<file path="src/rtl/ddr_sample_ctrl.sv">
// ddr_sample_ctrl -- phase selection and word assembly for a DDR input sampler.
//
// Every clkn cycle a sample pair (q0 earlier, q1 later) arrives. The controller
// classifies where the data transitions fall:
//   mid = q0 ^ q1       (transition between the two samples of a pair)
//   bnd = prev_q1 ^ q0  (transition across the pair boundary)
// HUNT counts both classes and locks onto the phase farther from the dominant
// class. LOCKED shifts the selected bit into WORD_W-bit words (MSB first),
// offers them on a valid/ready register, and drops back to HUNT once the net
// count of wrong-class transitions reaches LOSS_CNT.
//
// Ports:
//   clkn, _rst       clock, asynchronous active-low reset
//   en               enable; low returns to IDLE
//   q0, q1           sample pair for this cycle
//   sel              phase in use (0 = q0, 1 = q1)
//   locked           high while in LOCKED
//   word_data/valid  assembled word and its valid flag
//   word_ready       consumer accept
//   overflow/ovf_clr sticky dropped-word flag and its synchronous clear
//
// Optional macro DDR_CTRL_STATS_EN adds word_cnt (accepted transfers) and
// relock_cnt (LOCKED->HUNT drops); both saturate and are cleared by ovf_clr.
module ddr_sample_ctrl #(
   parameter int WORD_W   = 8,
   parameter int LOCK_CNT = 16,
   parameter int LOSS_CNT = 8
) (
   input  logic              clkn,
   input  logic              _rst,
   input  logic              en,
   input  logic              q0,
   input  logic              q1,
   output logic              sel,
   output logic              locked,
   output logic [WORD_W-1:0] word_data,
   output logic              word_valid,
   input  logic              word_ready,
   output logic              overflow,
   input  logic              ovf_clr
`ifdef DDR_CTRL_STATS_EN
   ,
   output logic [15:0]       word_cnt,
   output logic [7:0]        relock_cnt
`endif
);

   localparam int CW = $clog2(LOCK_CNT + 1);
   localparam int LW = $clog2(LOSS_CNT + 1);
   localparam int BW = $clog2(WORD_W);
   localparam logic [CW-1:0] LOCK_MAX = CW'(LOCK_CNT);
   localparam logic [LW-1:0] LOSS_MAX = LW'(LOSS_CNT);
   localparam logic [BW-1:0] BIT_LAST = BW'(WORD_W - 1);

   typedef enum logic [1:0] {IDLE, HUNT, LOCKED} state_t;

   state_t            state_q, state_d;
   logic              sel_q, sel_d;
   logic              prev_q1_q;
   logic [CW-1:0]     mid_cnt_q, mid_cnt_d, bnd_cnt_q, bnd_cnt_d;
   logic [LW-1:0]     loss_cnt_q, loss_cnt_d;
   logic [WORD_W-1:0] shift_q, shift_d;
   logic [BW-1:0]     bit_cnt_q, bit_cnt_d;
   logic [WORD_W-1:0] word_data_q, word_data_d;
   logic              word_valid_q, word_valid_d;
   logic              overflow_q, overflow_d;

   logic              mid, bnd, sbit, exp_t, opp_t;
   logic              word_done, lost, ovf_set, xfer;
   logic [CW-1:0]     mid_inc, bnd_inc;
   logic [LW-1:0]     loss_nxt;
   logic [WORD_W-1:0] done_word;

   assign mid   = q0 ^ q1;
   assign bnd   = prev_q1_q ^ q0;
   assign sbit  = sel_q ? q1 : q0;
   // Locked on q0 means data edges sit mid-pair; on q1 they sit at the boundary.
   assign exp_t = sel_q ? bnd : mid;
   assign opp_t = sel_q ? mid : bnd;
   assign xfer  = word_valid_q & word_ready;

   always_comb begin
      state_d    = state_q;
      sel_d      = sel_q;
      mid_cnt_d  = mid_cnt_q;
      bnd_cnt_d  = bnd_cnt_q;
      loss_cnt_d = loss_cnt_q;
      shift_d    = shift_q;
      bit_cnt_d  = bit_cnt_q;
      word_done  = 1'b0;
      lost       = 1'b0;
      done_word  = {shift_q[WORD_W-2:0], sbit};
      mid_inc    = (mid && mid_cnt_q != LOCK_MAX) ? mid_cnt_q + CW'(1) : mid_cnt_q;
      bnd_inc    = (bnd && bnd_cnt_q != LOCK_MAX) ? bnd_cnt_q + CW'(1) : bnd_cnt_q;
      loss_nxt   = loss_cnt_q;
      if (opp_t && !exp_t)
         loss_nxt = loss_cnt_q + LW'(1);
      else if (exp_t && !opp_t && loss_cnt_q != '0)
         loss_nxt = loss_cnt_q - LW'(1);

      if (!en) begin
         state_d    = IDLE;
         mid_cnt_d  = '0;
         bnd_cnt_d  = '0;
         loss_cnt_d = '0;
         shift_d    = '0;
         bit_cnt_d  = '0;
      end else begin
         case (state_q)
            IDLE: begin
               mid_cnt_d = '0;
               bnd_cnt_d = '0;
               shift_d   = '0;
               bit_cnt_d = '0;
               state_d   = HUNT;
            end
            HUNT: begin
               mid_cnt_d = mid_inc;
               bnd_cnt_d = bnd_inc;
               // mid wins a tie: check it first
               if (mid_inc == LOCK_MAX) begin
                  state_d = LOCKED;
                  sel_d   = 1'b0;
               end else if (bnd_inc == LOCK_MAX) begin
                  state_d = LOCKED;
                  sel_d   = 1'b1;
               end
            end
            LOCKED: begin
               shift_d = done_word;
               if (bit_cnt_q == BIT_LAST) begin
                  word_done = 1'b1;
                  bit_cnt_d = '0;
               end else begin
                  bit_cnt_d = bit_cnt_q + BW'(1);
               end
               loss_cnt_d = loss_nxt;
               if (loss_nxt == LOSS_MAX) begin
                  lost       = 1'b1;
                  state_d    = HUNT;
                  loss_cnt_d = '0;
                  shift_d    = '0;
                  bit_cnt_d  = '0;
                  mid_cnt_d  = '0;
                  bnd_cnt_d  = '0;
               end
            end
            default: state_d = IDLE;
         endcase
      end
   end

   // Output register: accept and a fresh word on the same edge reload with no bubble.
   always_comb begin
      word_data_d  = word_data_q;
      word_valid_d = word_valid_q;
      ovf_set      = 1'b0;
      if (word_done) begin
         if (!word_valid_q || word_ready) begin
            word_data_d  = done_word;
            word_valid_d = 1'b1;
         end else begin
            ovf_set = 1'b1;
         end
      end else if (xfer) begin
         word_valid_d = 1'b0;
      end
      overflow_d = ovf_set | (overflow_q & ~ovf_clr);
   end

   always_ff @(posedge clkn or negedge _rst) begin
      if (!_rst) begin
         state_q      <= IDLE;
         sel_q        <= 1'b0;
         prev_q1_q    <= 1'b0;
         mid_cnt_q    <= '0;
         bnd_cnt_q    <= '0;
         loss_cnt_q   <= '0;
         shift_q      <= '0;
         bit_cnt_q    <= '0;
         word_data_q  <= '0;
         word_valid_q <= 1'b0;
         overflow_q   <= 1'b0;
      end else begin
         state_q      <= state_d;
         sel_q        <= sel_d;
         prev_q1_q    <= q1;
         mid_cnt_q    <= mid_cnt_d;
         bnd_cnt_q    <= bnd_cnt_d;
         loss_cnt_q   <= loss_cnt_d;
         shift_q      <= shift_d;
         bit_cnt_q    <= bit_cnt_d;
         word_data_q  <= word_data_d;
         word_valid_q <= word_valid_d;
         overflow_q   <= overflow_d;
      end
   end

   assign sel        = sel_q;
   assign locked     = (state_q == LOCKED);
   assign word_data  = word_data_q;
   assign word_valid = word_valid_q;
   assign overflow   = overflow_q;

`ifdef DDR_CTRL_STATS_EN
   logic [15:0] word_cnt_q, word_cnt_d;
   logic [7:0]  relock_cnt_q, relock_cnt_d;

   always_comb begin
      word_cnt_d   = word_cnt_q;
      relock_cnt_d = relock_cnt_q;
      if (ovf_clr) begin
         word_cnt_d   = '0;
         relock_cnt_d = '0;
      end else begin
         if (xfer && word_cnt_q != 16'hFFFF) word_cnt_d = word_cnt_q + 16'd1;
         if (lost && relock_cnt_q != 8'hFF)  relock_cnt_d = relock_cnt_q + 8'd1;
      end
   end

   always_ff @(posedge clkn or negedge _rst) begin
      if (!_rst) begin
         word_cnt_q   <= '0;
         relock_cnt_q <= '0;
      end else begin
         word_cnt_q   <= word_cnt_d;
         relock_cnt_q <= relock_cnt_d;
      end
   end

   assign word_cnt   = word_cnt_q;
   assign relock_cnt = relock_cnt_q;
`endif

endmodule

</file>
<file path="config.mk">
export PLATFORM = sky130hd
export DESIGN_NAME = ddr_sample_ctrl
export DESIGN_NICKNAME = d
export VERILOG_FILES = /design/src/rtl/ddr_sample_ctrl.sv
export SDC_FILE = /design/constraint.sdc
export NUM_CORES = 1
export LEC_CHECK = 0
export CORE_MARGIN = 2
export CORE_UTILIZATION = 45
export CTS_BUF_LIST = sky130_fd_sc_hd__clkbuf_16
export DETAILED_ROUTE_END_ITERATION = 6
export SETUP_SLACK_MARGIN = 0.2
export SYNTH_ARGS = -nofsm -noshare
export SYNTH_HDL_FRONTEND = slang
export SYNTH_SLANG_ARGS = --single-unit
</file>
<file path="constraint.sdc">
create_clock -name clkn -period 6.52 [get_ports clkn]
set_input_delay 1.304 -clock clkn [delete_from_list [all_inputs] [get_ports clkn]]
set_output_delay 1.304 -clock clkn [all_outputs]
set_load 0.005 [all_outputs]
</file>
==> results of run 1 <==
cells in the mapped netlist, types with 2 or more instances:
library cell / n / share of area, %
o21ai_1: 3 / 0.64
nand2_1: 18 / 2.9
and3b_1: 2 / 0.74
ha_1: 8 / 4.3
nor3b_1: 2 / 0.64
o21bai_1: 2 / 0.64
mux2i_1: 3 / 1.3
inv_1: 22 / 3.5
xnor2_1: 4 / 1.5
nor3_1: 5 / 1.1
mux2_2: 8 / 3.8
a21oi_1: 12 / 2.6
clkbuf_1: 7 / 1.1
nand4_1: 8 / 2.1
nor4_1: 2 / 0.53
nand3_1: 7 / 1.5
dfrtp_1: 38 / 40
and2_1: 2 / 0.53
o22ai_1: 7 / 1.9
o311ai_0: 4 / 1.5
o21ai_0: 6 / 1.3
a311oi_1: 2 / 0.74
nand4bb_1: 2 / 0.96
o31ai_1: 2 / 0.64
or3_1: 2 / 0.53
and2b_1: 2 / 0.64
xor2_1: 2 / 0.74
a31oi_1: 4 / 1.1
buf_6: 2 / 0.96
nor2_1: 15 / 2.4
nand3b_1: 5 / 1.6
or4_1: 2 / 0.64
and3_1: 4 / 1.1
a2bb2oi_1: 2 / 0.74
o2111ai_1: 2 / 0.74
stage by stage:
stage | worst slack [ns] | instance area, um2 | utilization, %
after detailed placement | 2.433 | 2556 | 50.37
after floorplan | 3.516 | 2352 | -
after CTS | 2.704 | 2745 | 54.09
final | 2.715 | 2745 | 54.09
after global placement | 2.494 | 2556 | 50.37
after global routing | 2.570 | 2745 | 54.09
sequential cells by signal, indices dropped and copies added, names as in the netlist, 2 cells and up:
register / count
bit_cnt_q: 3
state_q: 2
bnd_cnt_q: 5
shift_q: 7
loss_cnt_q: 4
word_data: 8
mid_cnt_q: 5
power by group through the flow:
stage	Clock, uW	Sequential [uW]	Combinational, uW
floorplan	0	244	31.1
global placement	0	246	45.1
detailed placement	0	246	44.9
CTS	314	242	45.1
global route	327	243	50.0
finish	308	242	44.7
layout make-up:
class / count / area [um2] / share of cell area (%)
inverter: 22 / 82.58 / 3.008
clock inverter: 3 / 63.81 / 2.325
multi-input combinational: 172 / 1260 / 45.90
tap: 70 / 87.58 / 3.191
timing repair buffer: 18 / 175.2 / 6.381
sequential: 38 / 950.9 / 34.64
clock buffer: 5 / 125.1 / 4.558
layer usage:
layer  up-vias  track usage (%)  part of all wire [%]
li1        928                -                     -
met1       916            26.89                    51
met2        39            28.23                    45
met3         7            3.791                   3.4
met4         0            5.273                   1.2
met5         -                0                     0
critical path, stage by stage:
cell and delay [ns]:
clkdlybuf4s50_1 0.73, xnor3_1 0.42, a2bb2oi_1 0.22, xnor2_1 0.17
nand3_2 0.19, o31ai_2 0.72, o31ai_1 0.16
kinds of logic (layout without fill, tap and decap cells):
| logic type | Yosys count | after routing |
|---|---|---|
| and+or+nand+nor | 84 | 84 |
| AOI/OAI and AO/OA | 60 | 60 |
| DFF | 38 | 38 |
| buffers and inverters | 33 | 48 |
| muxes | 12 | 12 |
| adders and majority gates | 8 | 8 |
| xor gates and xnor gates | 8 | 8 |
how the worst min path moves through the flow:
stage	from	end	cells past startpoint
2_1_floorplan	shift_q[6]	shift_q[6]	2
3_3_place_gp	bit_cnt_q[1]	bit_cnt_q[1]	2
3_5_place_dp	bit_cnt_q[1]	bit_cnt_q[1]	2
4_1_cts	bit_cnt_q[0]	bit_cnt_q[0]	1
5_1_grt	shift_q[2]	word_data[3]	1
6_report	shift_q[6]	shift_q[6]	2
==> results, run 1 <==
- The flow ran to the end, and the final reports show no timing, DRC or antenna violations.
- The clock skew after layout is ~0.0042 ns.
- The post-synthesis average cell area is roughly 9.7 um2.
- The detail-routed via count per cell is 5.762.
- The tree is rooted in a clkbuf_16.
- The parity-gate share of the synthesized area counting xor and xnor cells is 4.362%.
- The die covers between 5000 and 6000 um2.
- The total overflow left after global routing is 0.
- Clock-pin slew was measured on the worst setup and hold paths at about 0.06 ns.
- After Yosys synthesis, and, or, nand and nor cells account for 20.00% of the synthesized area.
- Cell internal power was estimated by the tool at 473.3 uW.
- The routed wirelength normalized by instance count is 15.45 um.
- The floorplan has 26 rows.
- In the synthesized netlist, mux cells make up 6.064% of the area.
- The number of maximum-capacitance violations is 0.
- Leaving out fill and tap cells, the most frequent cells in the layout are 38 x dfrtp_1, 22 x inv_1, 18 x nand2_1, 17 x clkdlybuf4s50_1, 15 x nor2_1.
- The tree built by TritonCTS fans out to 38 sinks.
- Of the total power, the share spent switching nets is 20.51%.
- The number of global-route vias before repair is about 1800.
- The endpoint of the most critical register-to-register path is state_q[1].
- The fraction of the cycle the final worst path needs is 58.36%.
- The number of standard cells in the final layout excluding fillers is 328.
- The count of port buffers added during placement is 18.
- Routability-driven placement finished with a final weighted congestion of 0.8827.
- The leakage power is 0.001166 uW.
- The detailed placement HPWL is 3.492 mm.
- The arithmetic-cell share of the synthesized area counting full adders, half adders and majority gates is 4.255%.
- The worst min-delay path category is flip-flop to flip-flop.
- In the routed design, unresolved DRC markers number 0.
- The number of top-level design ports is 19.
- The cell count of the worst reg-to-reg path is 8.
- After clock tree synthesis, the setup repair step added 0 buffers.
- Counting flops with an async set or reset pin after synthesis yields a share of 100.0%.
- In this run the worst setup path begins at q0.
- The maximum frequency from static timing analysis is 0.2628 GHz.
- Counting the fill cells in the layout gives 489.
- Setup violations remaining at the end of the flow were counted as 0.
- The setup slack on the worst flop-to-flop path is 3.64 ns.
- The share of the yosys chip area belonging to registers is 40.43%.
- The signed area change from the synthesized netlist to the final layout is 16.70%.
- The number of flip-flops and latches in the synthesized netlist is 38.
- The all-layer global routing usage is between 15 and 20%.
- The predominant post-synthesis flop cell is dfrtp_1.
- The number of detailed-routing iterations run before antenna repair is 4.
- The max-slew headroom at the worst pin is 42.85%.
- The die height is 76.30 um.
- The largest buffer count on any clock path is 2.
- Setup repair after global routing left no endpoint under its margin.
- The design draws 595.4 uW.
- Along the worst path, the maximum fanout reaches 11.
- Cells with a size suffix above 1 make up between 8 and 9% of the layout.
- For this run, the number of Yosys warnings is 0.
- The worst-case vdd ir drop is 143.4 uV.
- The mapped cell area is 2352 um2.
- Once detail routing completed, the nets flagged for antenna violations numbered 0.
- The number of antenna violations at the first check in global routing is 0.
- Clock latency on the worst-skew pair, taken at its later pin, is between 0.2 and 0.3 ns.
- Leaving out fill and tap cells, the most frequent cell in the layout is dfrtp_1.
- The total instance count after detailed placement is 320.
- The total power density per cell area is 216.9 nW/um2.
- The number of nets produced by synthesis is 258.
- Once the floorplan was initialized, standard cells occupied 46.35% of the core.
- Summing over every cut layer, the via total after detailed routing is 1890.
- After detailed routing, the total wire length is about 5 mm.
- Entering global routing, the biggest net connects 39 pins.
- 0 antenna diodes ended up in the layout.
- The quantity of hold-fixing buffers added after cts is 0.
- The critical path startpoint category is a primary input.
- Synthesis produced a netlist whose cell count is 243.
- The clock buffer count from CTS is 5.
- The number of different library cells used by synthesis comes to 60.
- In this run the critical register-to-register path is launched from loss_cnt_q[0].
- The critical path is of the primary input to flip-flop type.
- The slew at the pin closest to its max-slew limit is 0.8572 ns.
- The horizontal extent of the die is approximately 76 um.
- The core area is 5075 um2.
- For the worst setup path, the data required time is 6.64 ns.
- In this run, flip-flops and latches consume 40.7% of the power.
- The worst path arrival time is 3.92 ns.
- The minimum hold slack is 0.5014 ns.
- The initial detailed-routing violation count is ~110.
- Yosys mapped a number of flops with a built-in enable equal to 0.
- The shortest period the worst path allows is 3.805 ns.
- The count of pins over their slew limit is 0.
- The worst setup path is captured at a flip-flop.
- The total negative slack is 0 ns.
- The clock tree synthesis step divided the H-tree into 2 levels.
- The TritonCTS clock tree is yes.
- The first global-routing pass estimated 8.811 mm of wire.
- The clock network accounts for 51.8% of the total power.
- The relative contribution of combinational cells to total power is under 10%.
- In this run the worst setup path terminates at state_q[1].
- Once the clock tree was built, the resizer swapped 0 gates to a different size.
- The compound-gate portion of the synthesized area is 18.88%.
- After synthesis, the largest family of logic cells by area is simple AND/OR/NAND/NOR gates.
- The number of hold violations in the final report is 0.
- The final-stage net count is 272.
- In this run the power spent charging and discharging nets is 122.1 uW.
No activity file was read; power rests on OpenSTA's default activity.
==> run 2: changes to the inputs <==
==> constraint.sdc (replaced) <==
create_clock -name clkn -period 3.6 [get_ports clkn]
set_input_delay 0.72 -clock clkn [delete_from_list [all_inputs] [get_ports clkn]]
set_output_delay 0.72 -clock clkn [all_outputs]
set_load 0.005 [all_outputs]
==> run 2 against run 1 <==
Net effect:
- power grew 82%
- non-clock buffer count is 4 higher
- die area unchanged
- sequential share of layout area is 0.37 points lower
- first-iteration DRC count shrank 13%
- via count fell by 1.5%
- final cell count is 1.2% higher
- critical path depth is 1 higher
- flip-flop and latch count stayed put
- wire length down 3.6%
==> results, run 2 (synthesized netlist as in run 1, its figures left out) <==
- The kind of critical path is primary input to flip-flop.
- The number of antenna cells inserted was 0 (unchanged).
- The largest net degree at the start of global routing is 39 (unchanged).
- The top fanout value on the critical path is 11 (unchanged).
- The count of port buffers added during placement came to 18 (unchanged).
- The clock edge transition at the registers on the reported setup and hold paths is 0.06 ns (about the same).
- The final-stage net count was 276 (+1.5%).
- The number of rows in the core area is 26 (unchanged).
- The area of combinational cells with multiple inputs is 1260 um2 (unchanged).
- STA classifies the critical path startpoint as a primary input.
- The fraction of the cycle the final worst path needs is 82.76%.
- In the layout the commonest cells are 38 x dfrtp_1, 22 x inv_1, 18 x nand2_1, 17 x clkdlybuf4s50_1, 15 x nor2_1.
- The die height was 76.30 um (unchanged).
- TritonCTS built the clock tree.
- The max-slew headroom at the worst pin came to 43.86% (+1.0 points).
- The largest buffer count on any clock path is 2 (unchanged).
- The shortest period the worst path allows is 2.979 ns.
- The minimum hold slack is 0.4868 ns (-0.01467 ns).
- The number of hold violations in the final report is 0 (unchanged).
- The detailed placement HPWL is 3.471 mm (-0.60%).
- The leakage power is 0.001186 uW (+1.7%).
- The post-cts gate resize count was 0 (unchanged).
- The worst-skew pair later-pin latency is 0.28 ns (about the same).
- Among all stages on the critical path, the largest delay is contributed by clkdlybuf4s50_1.
- The clock skew after layout was 0.004095 ns (-0.0001311 ns).
- The largest stage delay on the critical path is 0.63 ns (-0.10 ns).
- The total power density per cell area is 390.2 nW/um2 (+80%).
- The number of routed nets with antenna violations is 0 (unchanged).
- The count of pins over their slew limit is 0 (unchanged).
- The worst-case vdd ir drop was 219.0 uV (+53%).
- In this run the worst hold path is classified as flip-flop to flip-flop.
- The remaining design rule violation count is 0 (unchanged).
- The run finished with clean final reports.
- The total negative slack is 0 ns (unchanged).
- The number of sinks on the clock net is 38 (unchanged).
- The number of global-route vias before repair was 1728 (-3.2%).
- The number of flip-flops in the largest register came to 8 (unchanged).
- On the critical path the largest part of the delay comes from XOR/XNOR gates.
- The cell count of the worst reg-to-reg path was 8 (unchanged).
- The worst-case setup slack after placement is 0.2768 ns (-2.156 ns).
- Relative to the synthesized area, the layout overhead comes to 17.98%.
- The total stage count of the critical path is 8 (+1).
- In this run the clock root is driven by a clkbuf_16.
- The horizontal extent of the die is 76.30 um (unchanged).
- The number of vias in the routed layout is 1862 (-1.5%).
- The weighted congestion at the end of routability-driven global placement is 0.8496 (-3.7%).
- The depth of the CTS H-tree came to 2 (unchanged).
- The setup-violating endpoint count in the final report came to 0 (unchanged).
- The detail-routed via count per cell came to 5.608 (-2.7%).
- The clock buffer count from CTS is 5 (unchanged).
- The most frequent standard cell in the layout excluding fill and tap cells is dfrtp_1.
- The worst path setup slack after routing is 0.6207 ns (-2.095 ns).
- The post-CTS repair timing setup buffer count is 0 (unchanged).
- The routed wirelength normalized by instance count is 14.72 um (-4.7%).
- The starting density of the core is 46.35% (unchanged).
- The overall power is 1083 uW (+82%).
- The register cell area after layout was 950.9 um2 (unchanged).
- The sum of buffers and inverters on the critical path is 2 (+1).
- The quantity of hold-fixing buffers added after cts was 0 (unchanged).
- The core area is 5075 um2 (unchanged).
- The number of fillers in the final layout is 482 (-1.4%).
- The area enclosed by the die boundary came to 5822 um2 (unchanged).
- The hold-critical path depth is 2 (unchanged).
- Setup repair after global routing left no endpoint under its margin.
- The sort of element at the end of the critical path is a flip-flop.
- The number of top-level design ports is 19 (unchanged).
- The final core utilization is 54.68% (+0.59 points).
- The number of detailed-routing iterations run before antenna repair is 4 (unchanged).
- The global-route wire length before repair is 8.735 mm (-0.86%).
- The worst path arrival time is 3.17 ns (-0.75 ns).
- The number of antenna violations at the first check in global routing was 0 (unchanged).
- The number of maximum-capacitance violations is 0 (unchanged).
- The signal on the critical path passes through clkdlybuf4s50_1 > xnor2_4 > mux2i_4 > o22ai_2 > xnor2_1 > o31ai_2 > buf_4 > o31ai_1.
- The final routed wirelength across all metal layers was 4.886 mm (-3.6%).
- The initial detailed-routing violation count is 91 (-13%).
- The all-layer global routing usage is 18.63% (+0.088 points).
- The required time at the worst-slack endpoint came to 3.79 ns (-2.85 ns).
- The maximum frequency from static timing analysis is 0.3356 GHz.
- The slew at the pin closest to its max-slew limit is 0.8421 ns (-0.01515 ns).
- The fraction of layout cells with a size suffix above 1 was 10.31% (+1.4 points).
- The total congestion overflow after global routing was 0 (unchanged).
-- run 2: cell types whose count changed in the layout (fill, tap and decap cells not counted), sizes merged --
cell / previous run / this run
buf: 1 / 5
-- run 2: cell type report --
| class | instances | share of cell area (%) |
|---|---|---|
| clock buffer | 5 | 4.509 |
| inverter | 22 | 2.976 |
| timing repair buffer | 22 | 7.394 |
| clock inverter | 3 | 2.299 |
| tap | 70 | 3.156 |
| sequential | 38 | 34.27 |
| multi-input combinational | 172 | 45.40 |
-- run 2: path summary, 6_finish.rpt --
path / startpoint / end / slack [ns]
setup / recovery: q0 / bit_cnt_q[0] / 0.62
hold reg to reg: bit_cnt_q[1] / bit_cnt_q[1] / 0.49
hold / removal: bit_cnt_q[1] / bit_cnt_q[1] / 0.49
min in group asynchronous: _rst / mid_cnt_q[2] / 0.54
setup reg to reg: loss_cnt_q[0] / bnd_cnt_q[0] / 1.04
max in group asynchronous: _rst / word_data[7] / 2.52
-- run 2: layer usage --
layer | part of all wire (%) | track usage (%) | vias to the layer above
li1 | - | - | 933
met3 | 3.8 | 3.910 | 4
met5 | 0 | 0 | -
met1 | 50 | 27.59 | 884
met2 | 45 | 27.26 | 41
met4 | 0.98 | 6.000 | 0
-- run 2: through the flow --
stage	cell area (um2)	cells
floorplan	2352	243
finish	2775	332
global route	2775	332
CTS	2775	332
global placement	2586	324
detailed placement	2586	324
-- run 2: tightest hold or removal path: stages (launching register included) --
cell	delay [ns]
dfrtp_1	0.34
nand2_1	0.05
o21ai_1	0.06
-- run 2: report_power, final --
group          total, uW  internal (uW)  switching (uW)
clock                562            394             167
sequential           439            431            7.19
combinational       82.6           32.9            49.7
